==> src/rtl/axis_pkt_gen_pkg.sv <==
// Shared types and constants for the AXI-Stream packet-train generator.
package axis_pkt_gen_pkg;

  typedef enum logic [1:0] {IDLE, DATA, GAP, DONE} state_e;

  localparam logic MODE_INC   = 1'b0;
  localparam logic MODE_CONST = 1'b1;

endpackage

==> src/rtl/axis_pkt_gen_cnt.sv <==
// Loadable saturating down-counter with zero flag; used for beats, packets and gap.
module axis_pkt_gen_cnt #(
  parameter int W = 8
) (
  input  logic         clk,
  input  logic         rst,
  input  logic         load_i,
  input  logic [W-1:0] val_i,
  input  logic         dec_i,
  output logic [W-1:0] cnt_o,
  output logic         zero_o
);

  logic [W-1:0] cnt_q;

  always_ff @(posedge clk) begin
    if (rst)                       cnt_q <= '0;
    else if (load_i)               cnt_q <= val_i;
    else if (dec_i && !zero_o)     cnt_q <= cnt_q - W'(1);
  end

  assign cnt_o  = cnt_q;
  assign zero_o = (cnt_q == '0);

endmodule

==> src/rtl/axis_pkt_gen.sv <==
// AXI-Stream master: one send pulse emits pkt_cnt packets of pkt_len beats with gap idle cycles between.
module axis_pkt_gen
  import axis_pkt_gen_pkg::*;
#(
  parameter int DATA_W = 32,
  parameter int LEN_W  = 8,
  parameter int CNT_W  = 8,
  parameter int GAP_W  = 4
) (
  input  logic              aclk,
  input  logic              rst,
  input  logic              send,
  input  logic [LEN_W-1:0]  pkt_len,
  input  logic [CNT_W-1:0]  pkt_cnt,
  input  logic [GAP_W-1:0]  gap,
  input  logic [DATA_W-1:0] seed,
  input  logic              mode,
  input  logic              tready,
  output logic              tvalid,
  output logic [DATA_W-1:0] tdata,
  output logic              tlast,
  output logic              tuser,
  output logic              busy,
  output logic              finish
);

  state_e              state_q, state_d;
  logic [LEN_W-1:0]    len_q, len_d;
  logic [GAP_W-1:0]    gap_q, gap_d;
  logic                mode_q, mode_d;
  logic                tvalid_q, tvalid_d, tlast_q, tlast_d, tuser_q, tuser_d;
  logic                busy_q, busy_d, finish_q, finish_d;
  logic [DATA_W-1:0]   tdata_q, tdata_d, nxt_data;

  // Beat counter holds beats remaining after the one on the bus.
  logic                beat_ld, beat_dec, beat_zero_unused;
  logic [LEN_W-1:0]    beat_val, beat_cnt;
  logic                pkt_ld, pkt_dec, pkt_zero;
  logic [CNT_W-1:0]    pkt_val, pkt_cnt_unused;
  logic                gap_ld, gap_dec, gap_zero;
  logic [GAP_W-1:0]    gap_val, gap_cnt_unused;

  logic hs;
  assign hs       = tvalid_q & tready;
  assign nxt_data = (mode_q == MODE_CONST) ? tdata_q : tdata_q + DATA_W'(1);

  axis_pkt_gen_cnt #(.W(LEN_W)) u_beat (
    .clk(aclk), .rst(rst), .load_i(beat_ld), .val_i(beat_val), .dec_i(beat_dec),
    .cnt_o(beat_cnt), .zero_o(beat_zero_unused));

  axis_pkt_gen_cnt #(.W(CNT_W)) u_pkt (
    .clk(aclk), .rst(rst), .load_i(pkt_ld), .val_i(pkt_val), .dec_i(pkt_dec),
    .cnt_o(pkt_cnt_unused), .zero_o(pkt_zero));

  axis_pkt_gen_cnt #(.W(GAP_W)) u_gap (
    .clk(aclk), .rst(rst), .load_i(gap_ld), .val_i(gap_val), .dec_i(gap_dec),
    .cnt_o(gap_cnt_unused), .zero_o(gap_zero));

  always_comb begin
    state_d  = state_q;
    len_d    = len_q;
    gap_d    = gap_q;
    mode_d   = mode_q;
    tvalid_d = tvalid_q;
    tdata_d  = tdata_q;
    tlast_d  = tlast_q;
    tuser_d  = tuser_q;
    busy_d   = busy_q;
    finish_d = 1'b0;
    beat_ld  = 1'b0;
    beat_dec = 1'b0;
    beat_val = '0;
    pkt_ld   = 1'b0;
    pkt_dec  = 1'b0;
    pkt_val  = '0;
    gap_ld   = 1'b0;
    gap_dec  = 1'b0;
    gap_val  = '0;
    case (state_q)
      IDLE: if (send && pkt_len != '0 && pkt_cnt != '0) begin
        state_d  = DATA;
        len_d    = pkt_len;
        gap_d    = gap;
        mode_d   = mode;
        tdata_d  = seed;
        tvalid_d = 1'b1;
        tuser_d  = 1'b1;
        tlast_d  = (pkt_len == LEN_W'(1));
        busy_d   = 1'b1;
        beat_ld  = 1'b1;
        beat_val = pkt_len - LEN_W'(1);
        pkt_ld   = 1'b1;
        pkt_val  = pkt_cnt - CNT_W'(1);
      end
      DATA: if (hs) begin
        tdata_d = nxt_data;
        if (!tlast_q) begin
          beat_dec = 1'b1;
          tuser_d  = 1'b0;
          tlast_d  = (beat_cnt == LEN_W'(1));
        end else if (pkt_zero) begin
          state_d  = DONE;
          tvalid_d = 1'b0;
          tuser_d  = 1'b0;
          tlast_d  = 1'b0;
          busy_d   = 1'b0;
          finish_d = 1'b1;
        end else begin
          // Next packet's first beat is staged now; GAP only delays tvalid.
          pkt_dec  = 1'b1;
          beat_ld  = 1'b1;
          beat_val = len_q - LEN_W'(1);
          tuser_d  = 1'b1;
          tlast_d  = (len_q == LEN_W'(1));
          if (gap_q != '0) begin
            state_d  = GAP;
            tvalid_d = 1'b0;
            gap_ld   = 1'b1;
            gap_val  = gap_q - GAP_W'(1);
          end
        end
      end
      GAP: begin
        if (gap_zero) begin
          state_d  = DATA;
          tvalid_d = 1'b1;
        end else begin
          gap_dec = 1'b1;
        end
      end
      DONE:    state_d = IDLE;
      default: state_d = IDLE;
    endcase
  end

  always_ff @(posedge aclk) begin
    if (rst) begin
      state_q  <= IDLE;
      len_q    <= '0;
      gap_q    <= '0;
      mode_q   <= MODE_INC;
      tvalid_q <= 1'b0;
      tdata_q  <= '0;
      tlast_q  <= 1'b0;
      tuser_q  <= 1'b0;
      busy_q   <= 1'b0;
      finish_q <= 1'b0;
    end else begin
      state_q  <= state_d;
      len_q    <= len_d;
      gap_q    <= gap_d;
      mode_q   <= mode_d;
      tvalid_q <= tvalid_d;
      tdata_q  <= tdata_d;
      tlast_q  <= tlast_d;
      tuser_q  <= tuser_d;
      busy_q   <= busy_d;
      finish_q <= finish_d;
    end
  end

  assign tvalid = tvalid_q;
  assign tdata  = tdata_q;
  assign tlast  = tlast_q;
  assign tuser  = tuser_q;
  assign busy   = busy_q;
  assign finish = finish_q;

endmodule

==> config.mk <==
export PLATFORM = sky130hd
export DESIGN_NAME = axis_pkt_gen
export DESIGN_NICKNAME = d
export VERILOG_FILES = /design/src/rtl/axis_pkt_gen_pkg.sv /design/src/rtl/axis_pkt_gen_cnt.sv /design/src/rtl/axis_pkt_gen.sv
export SDC_FILE = /design/constraint.sdc
export NUM_CORES = 1
export LEC_CHECK = 0
export BUFFER_PORTS_ARGS = -buffer_cell sky130_fd_sc_hd__buf_2
export CAP_MARGIN = 20
export CORE_MARGIN = 1
export CORE_UTILIZATION = 45
export DETAILED_ROUTE_END_ITERATION = 7
export GPL_TIMING_DRIVEN = 0
export PLACE_DENSITY_LB_ADDON = 0.08
export SLEW_MARGIN = 20
export SYNTH_ARGS = -nofsm -noshare
export SYNTH_HDL_FRONTEND = slang
export SYNTH_SLANG_ARGS = --single-unit
==> constraint.sdc <==
create_clock -name aclk -period 2.3 [get_ports aclk]
set_input_delay 0 -clock aclk [delete_from_list [all_inputs] [get_ports aclk]]
set_output_delay 0 -clock aclk [all_outputs]
set_load 0.02 [all_outputs]
; ---- Yosys cells after proc, flatten, opt, wreduce, memory -nomap -nowiden
; Index checks and enable logic that the tools add are counted.
[totals]
input_bits = 57
wordCells = 130
output_inout_bits = 37
reg_bits = 72
[op_classes]
addsub = 8
n_bitwise = 4
muxes = 65
reduce_logical = 27
eq_ne = 13
[ops]
columns = op, n
row1 = $mux W32, 3
row2 = $mux W8, 10
row3 = $pmux W32 S2, 1
row4 = $sub A8 B1 Y8 const B, 5
row5 = $add A32 B1 Y32 const B, 1
row6 = $mux W1, 31
row7 = $mux W4, 7
row8 = $eq A8 B1 Y1 const B, 3
row9 = $logic_not A8 Y1, 2
row10 = $pmux W8 S2, 1
row11 = $reduce_bool A8 Y1, 2
row12 = $mux W2, 6
row13 = $reduce_and A5 Y1, 2
row14 = $ne A2 B2 Y1 const B, 4
row15 = $pmux W1 S2, 4
row16 = $pmux W2 S4, 1
row17 = $reduce_bool A2 Y1, 4
row18 = $sub A4 B1 Y4 const B, 2
row19 = $reduce_and A6 Y1, 1
row20 = $logic_and A1 B1 Y1, 5
row21 = $eq A2 B2 Y1 const B, 2
row22 = $logic_not A4 Y1, 1
row23 = $ne A2 B1 Y1 const B, 2
row24 = $reduce_and A4 Y1, 1
row25 = 12 further kinds, 16

; ---- Depth between registers and ports, before layout
; Gate-level depths: netlist of run 1.
[logic_depth]
depth_word = 8
ltp_mapped = 10
depth_no_buf = 7

; ---- Cells and area by module
; A second synthesis of run 1 with hierarchy kept.
[unflattened]
cells_unflattened = 634
hier_area_um2 = 4986.0
[by_module_without_submodules]
columns = module, area_per_inst_um2, cells_each, n_inst, seq_area_each_um2
row1 = axis_pkt_gen, 3692.3, 487, 1, 1041.0
row2 = axis_pkt_gen_cnt (u_beat ...), 515.5, 59, 2, 160.2
row3 = axis_pkt_gen_cnt (u_gap), 262.8, 29, 1, 80.1

; ---- Least setup slack after synthesis of run 1
; No wires, ideal clock.
[synth_path]
path_type = register to register
startpoint = register tdata_q[0], in the netlist tdata[0]
endpoint = register tdata_q[28], in the netlist tdata[28]
required_ns = 2.226
setup_slack_ns = -0.017
setup_time_ns = 0.074
synth_period_minus_slack_ns = 2.317
path_stages_with_launch = 7
arrival_time_ns = 2.243
n_path_buf = 0
path_cell_list = dfxtp_1 > ha_1 > nand3_1 > or2_2 > or4_1 > or4_1 > a31oi_1
[synth_between]
elab_chain_len = 4
[synth_rtl]
columns = element, line
row1 = start: declaration, axis_pkt_gen.sv:33  ; logic [DATA_W-1:0] tdata_q, tdata_d, nxt_data;
row2 = start signal: assignment, axis_pkt_gen.sv:154  ; tdata_q <= tdata_d;
row3 = $add A32 B1 Y32, axis_pkt_gen.sv:45  ; assign nxt_data = (mode_q == MODE_CONST) ? tdata_q : tdata_q + DATA_W'(1);
row4 = $mux W32, axis_pkt_gen.sv:45
row5 = $mux W32, axis_pkt_gen.sv:95  ; DATA: if (hs) begin
row6 = $pmux W32 S2, axis_pkt_gen.sv:79  ; case (state_q)
; Every way passes these cells. The select of a mux whose other input is x is not followed.
; A chain may end at the register's enable or synchronous reset.

; ---- Final worst setup path of run 1
[layout_path]
startpoint = register tdata_q[7], in the netlist tdata[7]
endpoint = register tdata_q[27], in the netlist tdata[27]
; Same word-level chain as after synthesis.

==> summary.md, run 1 <==
| Metric | Value |
|---|---|
| Max-cap viol count | 0 |
| Hold Path Class | input pin to flip-flop |
| CTS Buf Count | 9 |
| Root Driver | clkbuf_8 |
| Register area | between 1000 and 1500 um2 |
| Clock sinks | 72 |
| Area growth from synthesis to layout | 29.69% |
| P_sw | about 2700 uW |
| Crit path time final | 2.202 ns |
| CORE AREA | roughly 10000 um2 |
| DRT Pass-1 Iters | 5 |
| Worst Setup EP | tdata[27] |
| Startpoint Class | flip-flop |
| Critical Path End Type | flip-flop |
| Top_reg_cell synth | dfxtp_1 |
| Final #Nets | 829 |
| Commonest non-fill, non-tap cells in the layout | 98 x buf_2, 70 x nand2_1, 67 x dfxtp_1 |
| Setup TNS | 0 ns |
| CTS tree | yes |
| Die Y | approximately 100 um |
| Outcome | finished clean |
| Worst reg2reg path startpoint | tdata[7] |
| Final std cell area, no fill | a little over 6000 um2 |
| Crit path kind | flip-flop to flip-flop |
| Mapped Avg Cell Area | ~7.7 um2 |
| Diode count | 0 |
| Hold_sp | pkt_cnt[7] |
| Simple-Gate Fraction of Synth Area | 0.2705 |
| Placed cells | 837 |
| Crit share post-route | 0.9575 |
| Synth area leader | dfxtp_1 |
| Critical Path AT | between 2 and 3 ns |
| RePlAce Congestion | between 0.8 and 0.9 |
| Register-to-register setup slack | just under 0.1 ns |
| Comb pwr share | 0.467 |
| Critical Path RT | approximately 2.6 ns |
| Setup Viol. Count Final | 0 |
| Largest net degree at the start of global routing | 13 |
| Final core utilization | 0.6105 |
| FILL cells | around 900 |
| Initial antenna violation count | 0 |
| Routed met3 length | roughly 900 um |
| Wire length of the first global-routing pass | 24.75 mm |
| Count of input and output buffers | roughly 90 |
| Reg2reg end | tdata[27] |
| Row count | 36 |
| Synth area leaders | dfxtp_1 31%, nand2_1 5.7%, a21oi_1 5.4%, ha_1 5.1%, xnor2_1 3.4% |
| Post-placement cell area | 5320 um2 |
| Vias per inst | about 5.8 |
| VDD IR max | 0.3741 mV |
| Sequential power share | 0.312 |
| GRT Util Overall | 0.2860 |
| Yosys Warn Count | 0 |
| Largest family of logic cells by synthesized area | simple AND/OR/NAND/NOR gates |
| Fmax | roughly 450 MHz |
| Area occupied by multi-input gates | just over 3000 um2 |
| Final-report hold violation count | 0 |
| Routed wire length | between 15 and 20 mm |
| Avg WL per Cell | 17.04 um |
| Worst slew margin | 0.5118 |
| Synthesized area | 4686 um2 |
| EDFF count, synth | 0 |
| Syn Inst Count | between 600 and 700 |
| Max Slew Vio Count | 0 |
| Post-synthesis mux area share | 0.009079 |
| Pleak | 0.002351 uW |
| Layout Cells excl Fill | between 800 and 900 |
| RSZ-0062 raised after global routing | true |
| Antenna viol nets, final | 0 |
| Metal2 WL | 7.392 mm |
| Drt drc | 0 |
| DR vias | 5171 |
| Starting density of the core | 0.4707 |
| Register bit count reported by yosys | slightly above 70 |
| Max layer used | met4 |
| Slew @ Worst Pin | 0.7283 ns |
| M1 wire length | 6.661 mm |
| Compound-Gate Fraction of Synth Area | 0.2505 |
| Async SR Flop Fraction | 0 |
| Yosys cell types | 65 |
| Commonest non-fill, non-tap cell in the layout | buf_2 |
| Pwr dens | 1022 nW/um2 |
| Dpl hpwl | between 10 and 15 mm |
| Register area share after synthesis | 0.3076 |
| Max Fanout on Critical Path | 8 |
| Initial DRC Count | around 370 |
| Die width | between 100 and 150 um |
| Reg2reg path depth | 6 |
| Grt ovf | 0 |
| Clock power frac | 0.222 |
| H-tree depth | 3 |
| Mapped Nets | between 600 and 700 |
| Worst skew pair latency | approximately 0.37 ns |
| Pint | about 3500 uW |
| Ports | 94 |
| Synth top area share | 0.3076 |
| Layout cells sized above 1 | 0.2243 |
| Timing startpoint of the critical path | tdata[7] |
| Net Sw Frac | 0.4393 |
| CTS max path bufs | 2 |
| Clock Pin Slew Worst Setup and Hold Paths | 0.09 ns |
| Adder-Cell Fraction of Synth Area | 0.05073 |
| XOR/XNOR Fraction of Synth Area | 0.05607 |
| Vias in the first global route | approximately 5000 |
| Final Skew | about 0.015 ns |
| Die Area | roughly 11000 um2 |
[timing repair]
action,CTS,global route
setup buffers,0,1
resized for setup,9,36
hold buffers,39,0
hold endpoints to repair,39,0
pin swaps,0,1
setup endpoints to repair,47,52
[worst min path at each step]
stage	to	slack, ns	cells after the start
global route	tdata[21]	0.02	4
detailed placement	u_pkt.cnt_o[0]	0.24	2
global placement	u_pkt.cnt_o[0]	0.23	2
floorplan	u_pkt.cnt_o[0]	0.1	1
finish	u_pkt.cnt_o[7]	0.01	4
CTS	u_pkt.cnt_o[7]	0.00005	4
[cell usage after synthesis (5+ instances only)]
master and number:
dfxtp_1 72, nand2_1 71, a21oi_1 51, nor2_1 41, inv_1 33, clkbuf_1 24
nand3_1 24, o21ai_0 23, nor3_1 20, ha_1 19, xnor2_1 18, a211oi_1 17
a31oi_1 16, nand4_1 14, xor2_1 12, a22oi_1 10, nor4_1 9, o31a_1 8
o32ai_1 8, buf_2 7, nor2b_1 7, or4_1 7, and3_1 6, nand4b_1 6
o22ai_1 6, nand2b_1 5, o211ai_1 5
[power groups by stage]
| stage | Clock [uW] | Combinational (uW) | Sequential (uW) |
|---|---|---|---|
| floorplan | 0 | 1700 | 2080 |
| global placement | 0 | 2670 | 1930 |
| detailed placement | 0 | 2710 | 1940 |
| CTS | 1390 | 2790 | 1920 |
| global route | 1450 | 3180 | 1990 |
| finish | 1380 | 2900 | 1930 |
[worst max-delay path, stage by stage (launching register included)]
cell and delay, ns:
dfxtp_1 0.33, buf_2 0.17, nand4_1 0.22, or3_4 0.44, or4_4 0.43, or4_1 0.40, a31oi_1 0.16
[stage by stage]
step                total power [uW]  setup WS [ns]  hold WS [ns]
finish                          6208        0.09785       0.01211
global route                    6616       -0.02149       0.01560
CTS                             6098       0.001988    0.00005049
detailed placement              4651        -0.5057        0.2389
global placement                4597        -0.4490        0.2326
floorplan                       3781        0.09338       0.09562
[flip-flops by register name, indices dropped and copies added (netlist names)]
register      cells
tuser             1
gap_q             4
tdata            32
len_q             8
busy              1
tvalid            1
u_gap.cnt_o       4
u_beat.cnt_o      8
u_pkt.cnt_o       8
tlast             1
state_q           2
mode_q            1
finish            1
[layer usage]
metal / GRT usage / up-vias
met5: 0 / -
met4: 0.09592 / 0
met3: 0.04887 / 24
met2: 0.4990 / 186
met1: 0.3548 / 2414
li1: - / 2547
[area by class of cell]
class	instances	area share
Clock buffer	10	0.02265
Buffer	31	0.02450
Multi-Input combinational cell	472	0.5028
Clock inverter	6	0.02141
Tap cell	133	0.02738
Sequential cell	72	0.2382
Timing Repair Buffer	133	0.1421
Inverter	34	0.02100
[cell families (layout without fill, tap and decap cells)]
logic type	after synthesis	count (layout)
AOI/OAI and AO/OA	177	177
xor gates and xnor gates	30	30
adders and majority gates	19	19
buffers and inverters	67	214
DFF	72	72
muxes	4	4
and+or+nand+nor	242	242
Power figures use the tool's default switching activity.
==> inputs of run 2 (changes only) <==
CORE_UTILIZATION = 30   (was 45)
RECOVER_POWER = 100   (was unset)
==> run 2 against run 1 <==
  * Setup slack worse by 0.036 ns
  * Sequential share of layout area grew 0.21 points
  * Register-to-register slack lost 0.04 ns
  * Wire length up 13%
  * Highest routed layer unchanged
==> summary.md, run 2 (synthesized netlist as in run 1, its figures left out) <==
| Metric | Value |
|---|---|
| Outcome | finished clean |
| CTS tree | yes |
| Layout cells sized above 1 | 0.1812 (-0.04307) |
| RePlAce Congestion | 0.8345 (-5.5%) |
| H-tree depth | 3 (unchanged) |
| Drt drc | 0 (unchanged) |
| Max Slew Vio Count | 0 (unchanged) |
| Most Used Layer, Global Route | met2 |
| Count of input and output buffers | 92 (unchanged) |
| Final #Nets | 818 (-1.3%) |
| Max-cap viol count | 0 (unchanged) |
| Vias in the first global route | 4920 (-1.3%) |
| Initial antenna violation count | 0 (unchanged) |
| Clock Pin Slew Worst Setup and Hold Paths | 0.06 ns (-0.03 ns) |
| Grt ovf | 0 (unchanged) |
| CTS max path bufs | 2 (unchanged) |
| Crit share post-route | 0.9732 (+0.01576) |
| DRT Pass-1 Iters | 5 (unchanged) |
| Dpl hpwl | 12.40 mm (+15%) |
| DR vias | 5138 (-0.64%) |
| Row count | 45 (+25%) |
| Placed cells | 891 (+6.5%) |
| GRT Util Overall | 0.2167 (-0.06929) |
| Pwr dens | 1036 nW/um2 (+1.4%) |
| Area growth from synthesis to layout | 28.54% |
| Pleak | 0.002185 uW (-7.1%) |
| Met3 GRT Util | 0.04146 (-0.007415) |
| Pint | 3395 uW (-2.5%) |
| VDD IR max | 0.4873 mV (+30%) |
| P_sw | 2846 uW (+4.3%) |
| Die width | 127.0 um (+22%) |
| Largest net degree at the start of global routing | 11 (-2) |
| Fmax | 446.8 MHz (-1.6%) |
| Slew @ Worst Pin | 0.7741 ns (+0.04578 ns) |
| CP max-delay cell | or4_1 |
| Diode count | 0 (unchanged) |
| Reg2reg end | tdata[28] |
| Final std cell area, no fill | 6023 um2 (-0.89%) |
| Critical Path End Type | flip-flop |
| Met2 usage | 0.3710 (-0.1280) |
| Worst reg2reg path startpoint | tdata[11] |
| Worst Hold End | u_pkt.cnt_o[2] |
| Comb pwr share | 0.469 (+0.002) |
| Max Fanout on Critical Path | 8 (unchanged) |
| Setup TNS | 0 ns (unchanged) |
| Crit-path cells | nand3_2 > or3_4 > or4_1 > or4_1 > a31oi_1 |
| Critical Path AT | 2.51 ns (about the same) |
| Crit path time final | 2.238 ns (+0.03624 ns) |
| Clock power frac | 0.215 (-0.007) |
| Die Y | 127.0 um (+22%) |
| Crit path kind | flip-flop to flip-flop |
| Critical Path RT | 2.57 ns (-0.04 ns) |
| CTS Buf Count | 9 (unchanged) |
| RSZ-0062 raised after global routing | true |
| Net Sw Frac | 0.4560 (+0.01667) |
| Crit path largest cell delay | 0.53 ns (+0.09 ns) |
| Ports | 94 (unchanged) |
| Commonest non-fill, non-tap cells in the layout | 71 x nand2_1, 67 x dfxtp_1, 63 x buf_2 |
| Reg2reg path depth | 5 (-1) |
| Worst slew margin | 0.4811 (-0.03069) |
| Post-placement cell area | 5394 um2 (+1.4%) |
| Clock sinks | 72 (unchanged) |
| Hold_sp | pkt_cnt[2] |
| Worst skew pair latency | 0.35 ns (-0.02 ns) |
| WHS | 0.007841 ns (-0.004270 ns) |
| Antenna viol nets, final | 0 (unchanged) |
| Largest register FFs | 32 (unchanged) |
| Vias per inst | 5.507 (-5.1%) |
| Layout Cells excl Fill | 933 (+4.7%) |
| Starting density of the core | 0.3082 (-0.1625) |
| Met1 Use GR | 0.2719 (-0.08288) |
| CORE AREA | 15200 um2 (+53%) |
| Final Skew | 0.007309 ns (-0.008180 ns) |
| Initial DRC Count | 323 (-12%) |
| Hold Path Class | input pin to flip-flop |
| Sequential power share | 0.316 (+0.004) |
| Die Area | 16120 um2 (+49%) |
| Wire length of the first global-routing pass | 26.90 mm (+8.7%) |
| Startpoint Class | flip-flop |
| Register-to-register setup slack | 0.06 ns (-0.04 ns) |
| Setup Viol. Count Final | 0 (unchanged) |
| Commonest non-fill, non-tap cell in the layout | nand2_1 |
| WHS Path Cells | 3 (-1) |
| Routed wire length | 17.16 mm (+13%) |
| Avg WL per Cell | 18.39 um (+7.9%) |
| Final-report hold violation count | 0 (unchanged) |
| Root Driver | clkbuf_16 |
| Most used cell, CP | or4_1 |
[run 2: cell types whose count changed in the layout (fill, tap and decap cells not counted), moves of 7 or more]
cell | previous run | this run
clkbuf_1 | 9 | 46
dlygate4sd3_1 | 39 | 27
clkbuf_8 | 10 | 3
buf_2 | 98 | 63
clkbuf_16 | 0 | 9
[run 2: layout make-up]
cell class,instances,area (um2)
Buffer,31,151.4
Clock buffer,14,274.0
Fill cell,1627,9179
Inverter,34,127.6
Multi-Input combinational cell,472,3075
Sequential cell,72,1448
Tap cell,188,235.2
Timing Repair Buffer,122,711.9
[run 2: worst max path at each step]
stage	startpoint	endpoint	slack [ns]	cells after the start
after floorplan	tdata[7]	tdata[27]	0.09	6
after global placement	state_q[1]	tdata[17]	-0.66	10
after detailed placement	state_q[1]	tdata[2]	-0.69	10
after CTS	state_q[1]	tdata[28]	0.004	8
after global routing	state_q[1]	tdata[1]	-0.009	8
final	tdata[11]	tdata[28]	0.06	5
[run 2: what timing repair did]
item | 4_1_cts | 5_1_grt
hold buffers | 27 | 0
resized for setup | 16 | 28
setup endpoints to repair | 55 | 56
setup buffers | 0 | 3
pin swaps | 0 | 4
cloned | 0 | 0
hold endpoints to repair | 27 | 0
[run 2: power by group through the flow]
| stage | combinational [uW] | sequential [uW] | clock [uW] |
|---|---|---|---|
| 6_report | 2930 | 1970 | 1340 |
| 5_1_grt | 3210 | 2030 | 1430 |
| 4_1_cts | 2910 | 1940 | 1380 |
| 3_5_place_dp | 2840 | 1960 | 0 |
| 3_3_place_gp | 2790 | 1950 | 0 |
| 2_1_floorplan | 1700 | 2080 | 0 |
[run 2: metrics by stage]
step / setup WS [ns] / utilization / power (uW)
after floorplan: 0.09338 / - / 3781
after global placement: -0.6648 / 0.3542 / 4738
after detailed placement: -0.6870 / 0.3548 / 4800
after CTS: 0.003755 / 0.3923 / 6228
after global routing: -0.008975 / 0.3962 / 6660
final: 0.06161 / 0.3962 / 6241
[run 2: metal layers]
layer / up-vias / routed length (um)
li1: 2518 / -
met1: 2433 / 7816
met2: 169 / 8161
met3: 18 / 888
met4: 0 / 294
met5: - / 0
[run 2: worst max-delay path: cells and delay by family (launching register included)]
family,cells,cell delay (ns)
AO/OA/AOI/OAI,1,0.17
flip-flops,1,0.47
AND/OR/NAND/NOR,4,1.52
